==> src/rtl/serial_word_controller.sv <==
// Serial-to-parallel framing controller: gathers WIDTH serial bits into a word
// and holds it on a valid/ready port, with backpressure and a synchronous flush.
module serial_word_controller #(
   parameter int WIDTH = 4
) (
   input  logic             clk,
   input  logic             rst_n,
   input  logic             ser_in,
   input  logic             ser_valid,
   output logic             ser_ready,
   input  logic             flush,
   output logic [WIDTH-1:0] word_out,
   output logic             word_valid,
   input  logic             word_ready,
   output logic [4:0]       bit_count
);

   typedef enum logic {COLLECT, HOLD} state_t;

   localparam logic [4:0] LAST = 5'(WIDTH - 1);

   state_t           state, state_nxt;
   logic [WIDTH-1:0] sr, sr_nxt;
   logic [WIDTH-1:0] word_nxt;
   logic [4:0]       cnt_nxt;
   logic             accept;

   // In HOLD a bit may only enter when the held word leaves on the same edge.
   assign ser_ready  = !flush && ((state == COLLECT) || word_ready);
   assign accept     = ser_valid && ser_ready;
   assign word_valid = (state == HOLD);

   always_ff @(posedge clk or negedge rst_n) begin
      if (!rst_n) begin
         state     <= COLLECT;
         sr        <= '0;
         word_out  <= '0;
         bit_count <= '0;
      end else begin
         state     <= state_nxt;
         sr        <= sr_nxt;
         word_out  <= word_nxt;
         bit_count <= cnt_nxt;
      end
   end

   always_comb begin
      state_nxt = state;
      sr_nxt    = sr;
      word_nxt  = word_out;
      cnt_nxt   = bit_count;
      if (flush) begin
         state_nxt = COLLECT;
         sr_nxt    = '0;
         cnt_nxt   = '0;
      end else begin
         case (state)
            COLLECT: begin
               if (accept) begin
                  if (bit_count == LAST) begin
                     word_nxt  = {sr[WIDTH-2:0], ser_in};
                     sr_nxt    = '0;
                     cnt_nxt   = '0;
                     state_nxt = HOLD;
                  end else begin
                     sr_nxt  = {sr[WIDTH-2:0], ser_in};
                     cnt_nxt = bit_count + 5'd1;
                  end
               end
            end
            HOLD: begin
               if (word_ready) begin
                  state_nxt = COLLECT;
                  // Back-to-back: the bit arriving with the handoff starts the next frame.
                  if (accept) begin
                     sr_nxt  = {{(WIDTH-1){1'b0}}, ser_in};
                     cnt_nxt = 5'd1;
                  end
               end
            end
            default: state_nxt = COLLECT;
         endcase
      end
   end

endmodule
==> config.mk <==
export PLATFORM = sky130hd
export DESIGN_NAME = serial_word_controller
export DESIGN_NICKNAME = d
export VERILOG_FILES = /design/src/rtl/serial_word_controller.sv
export SDC_FILE = /design/constraint.sdc
export NUM_CORES = 1
export LEC_CHECK = 0
export CORE_UTILIZATION = 40
export DETAILED_ROUTE_END_ITERATION = 10
export GPL_ROUTABILITY_DRIVEN = 1
export PLACE_DENSITY = 0.68
export SLEW_MARGIN = 20
export SYNTH_ARGS = -nofsm -noshare
export SYNTH_HDL_FRONTEND = slang
export SYNTH_SLANG_ARGS = --single-unit
==> constraint.sdc <==
create_clock -name clk -period 3 [get_ports clk]
set_clock_uncertainty 0.15 [all_clocks]
set_input_delay 0.6 -clock clk [delete_from_list [all_inputs] [get_ports clk]]
set_output_delay 0.6 -clock clk [all_outputs]
set_load 0.02 [all_outputs]
==> run_results.csv, run 1 <==
group,metric,value,unit
clock_network,clk_path_buf_depth,2,
floorplanning,die-width,42.0,um
floorplanning,ios,17,
clock_network,clock_sinks,13,
power_and_ir_drop,power_leakage,0.387,nW
timing,rsz0062_at_grt,"false",
yosys,synth_edf_count,0,
detailed_routing,dr_total_vias,467,
setup_path,startpoint_type,"primary input",
layout,drive_above_1_share,17.6,%
setup_path,cp_data_required_time,2250,ps
worst_hold_path,hp-class,"flip-flop to flip-flop",
clock_network,cts_hold_buf,0,
floorplanning,coreArea,0.00151,mm2
place,dp_hpwl,780,um
detailed_routing,ant_nets,0,
yosys,synth_area,639,um2
grt,grt_pass1_wl,1830,um
yosys,syn_inst,48,
place,dpl_cell_area,820,um2
grt,grtUsageTotal,13.9,%
timing,clock.fmax,388,MHz
layout,fillerInstances,136,
setup_path,r2r_slack,1270,ps
detailed_routing,drc,0,
timing,fin_crit_sh,86.0,%
timing,min_period,2580,ps
clock_network,h-tree-depth,1,
floorplanning,fp-row-count,14,
grt,grt_pass1_vias,398,
timing,slew_headroom,56.5,%
timing,setup_tns,0,ps
yosys,ys_ff_latch,13,
timing,drv_slew,0,
setup_path,reg2reg_depth,4,
yosys,synthFlopType,"dfrtp_1",
outcome,outcome,"finished clean",
layout,fin_nets,76,
power_and_ir_drop,power.density,411,mW/mm2
layout,area_growth_syn_to_layout,32.3,%
timing,worstMarginPinSlew,652,ps
clock_network,cts_setup_buffers,0,
detailed_routing,wirelength,1090,um
timing,setup_viol,0,
detailed_routing,drtPass1Iterations,4,
grt,grt_max_degree,14,
floorplanning,dieArea,0.00176,mm2
setup_path,endpoint,"ser_ready",
yosys,synth_nets,55,
place,port_buffers,16,
grt,antenna_found_initial,0,
clock_network,cts_resized,0,
setup_path,worstSetupPathType,"primary input to output port",
setup_path,end_kind,"output port",
clock_network,tritoncts,"yes",
setup_path,crit_start,"flush",
grt,gr-total-overflow,0,
setup_path,cp_max_fo,6,
timing,hold_viol,0,
clock_network,cts_buffers,3,
setup_path,rr_startpoint,"bit_count[0]",
layout,antenna_cells,0,
detailed_routing,drt_first_iter_violations,6,
floorplanning,start_util,42.4,%
setup_path,r2r-end,"word_out[0]",
floorplanning,die_h,42.0,um
yosys,async_reset_ff_share,100,%
yosys,synthDistinctLibCells,24,
clock_network,clock_latency,270,ps
yosys,synth_area_per_cell,13.3,um2
power_and_ir_drop,ir_drop,0.158,mV
detailed_routing,avgRoutedWirePerCell,13.0,um
place,place_congestion,0.683,
clock_network,cts_root_buf,"clkbuf_4",
clock_network,clk_pin_slew,70,ps
yosys,seq_area_frac_synth,50.9,%
detailed_routing,avgViaCountPerCell,5.56,
run,maxCapViolCount,0,
setup_path,worstPathArrival,1830,ps
layout,final_area,846,um2
yosys,yosys_warnings,0,
[report_power, final]
group / switching (mW) / leakage [nW] / internal [mW]
sequential: 0.00574 / 0.179 / 0.182
combinational: 0.0246 / 0.193 / 0.0285
clock: 0.0548 / 0.0150 / 0.0515
total: 0.0851 / 0.387 / 0.262
[synth_stat cells (all sizes together), types with 2 or more instances]
| cell | n | area share (%) |
|---|---|---|
| mux2 | 4 | 9.4 |
| nor4b | 2 | 5.1 |
| a22o | 5 | 6.8 |
| nand3 | 2 | 1.6 |
| nor2b | 3 | 2.9 |
| nand2b | 2 | 2.0 |
| dfrtp | 13 | 51 |
| nor2 | 2 | 1.2 |
| nor3b | 2 | 3.1 |
[per-layer routing]
layer / vias up / GRT usage [%] / wire length [um]
met3: 2 / 3.88 / 53
li1: 224 / - / -
met2: 17 / 17.8 / 440
met1: 224 / 20.6 / 584
met5: - / 0 / 0
met4: 0 / 7.74 / 15
[metrics by stage]
| stage | hold slack (ps) | instances | util, % | setup WS, ps | total power, mW |
|---|---|---|---|---|---|
| global route | 379 | 84 | 56.1 | 371 | 0.363 |
| CTS | 363 | 84 | 56.1 | 409 | 0.351 |
| floorplan | 154 | 48 | - | 1280 | 0.217 |
| detailed placement | 345 | 80 | 54.4 | 411 | 0.245 |
| finish | 360 | 84 | 56.1 | 420 | 0.347 |
| global placement | 334 | 80 | 54.4 | 421 | 0.245 |
[flip-flops by register name, summed over array words and instances, names as in the netlist]
signal / count
word_out: 4
sr: 3
bit_count: 5
word_valid: 1
[cell families after synthesis]
| group | synth area share (%) |
|---|---|
| AO/OA/AOI/OAI | 14.3 |
| multiplexers | 9.39 |
| adder cells (fa/ha/maj) | 1.96 |
| flip-flops | 50.9 |
| buffers and inverters | 0.587 |
| AND/OR/NAND/NOR | 21.5 |
| XOR/XNOR | 1.37 |
[critical path, stage by stage]
cell	delay (ps)
clkdlybuf4s50_1	490
nor2_1	130
clkdlybuf4s50_1	600
[placed cells by master, fill, tap and decap left out, drive strengths merged]
master and instances:
clkdlybuf4s50 16, xnor2 1, nor3 1, o21ai 1
a221o 1, a21oi 1, nor2 2, a211o 1
a32o 1, nor2b 3, mux2 4, inv 1
and4bb 1, dfrtp 13, nor4b 2, a22o 5
or2b 1, clkbuf 4, nand2b 2, o21bai 1
nor3b 2, nand2 1, nand3 2, ha 1
[layout make-up]
cell class                      instances  area (um2)  area share [%]
Sequential cell                        13         325            38.5
Multi-Input combinational cell         34         310            36.7
Timing Repair Buffer                   16         160            18.9
Clock buffer                            4        26.3            3.11
Tap cell                               16        20.0            2.37
Inverter                                1        3.75           0.444
[how the worst min path moves through the flow]
| stage | start | to | cells after the start |
|---|---|---|---|
| 6_report | sr[2] | sr[2] | 1 |
| 3_3_place_gp | sr[2] | sr[2] | 1 |
| 5_1_grt | word_out[1] | word_out[1] | 1 |
| 4_1_cts | sr[2] | sr[2] | 1 |
| 2_1_floorplan | rst_n | bit_count[0] | 0 |
| 3_5_place_dp | sr[2] | sr[2] | 1 |
(Power assumes the default switching activity.)
==> run 2, diff against run 1 <==
CTS_CLUSTER_DIAMETER = 50   (was default)
REMOVE_ABC_BUFFERS = 1   (was default)
==> results of run 2 <==
Same layout as run 1: the final DEF is identical, and so are final timing and power.
==> run 3, diff against run 2 <==
SLEW_MARGIN = default   (was 20)
==> results of run 3 <==
Same layout as run 1: the final DEF is identical, and so are final timing and power.
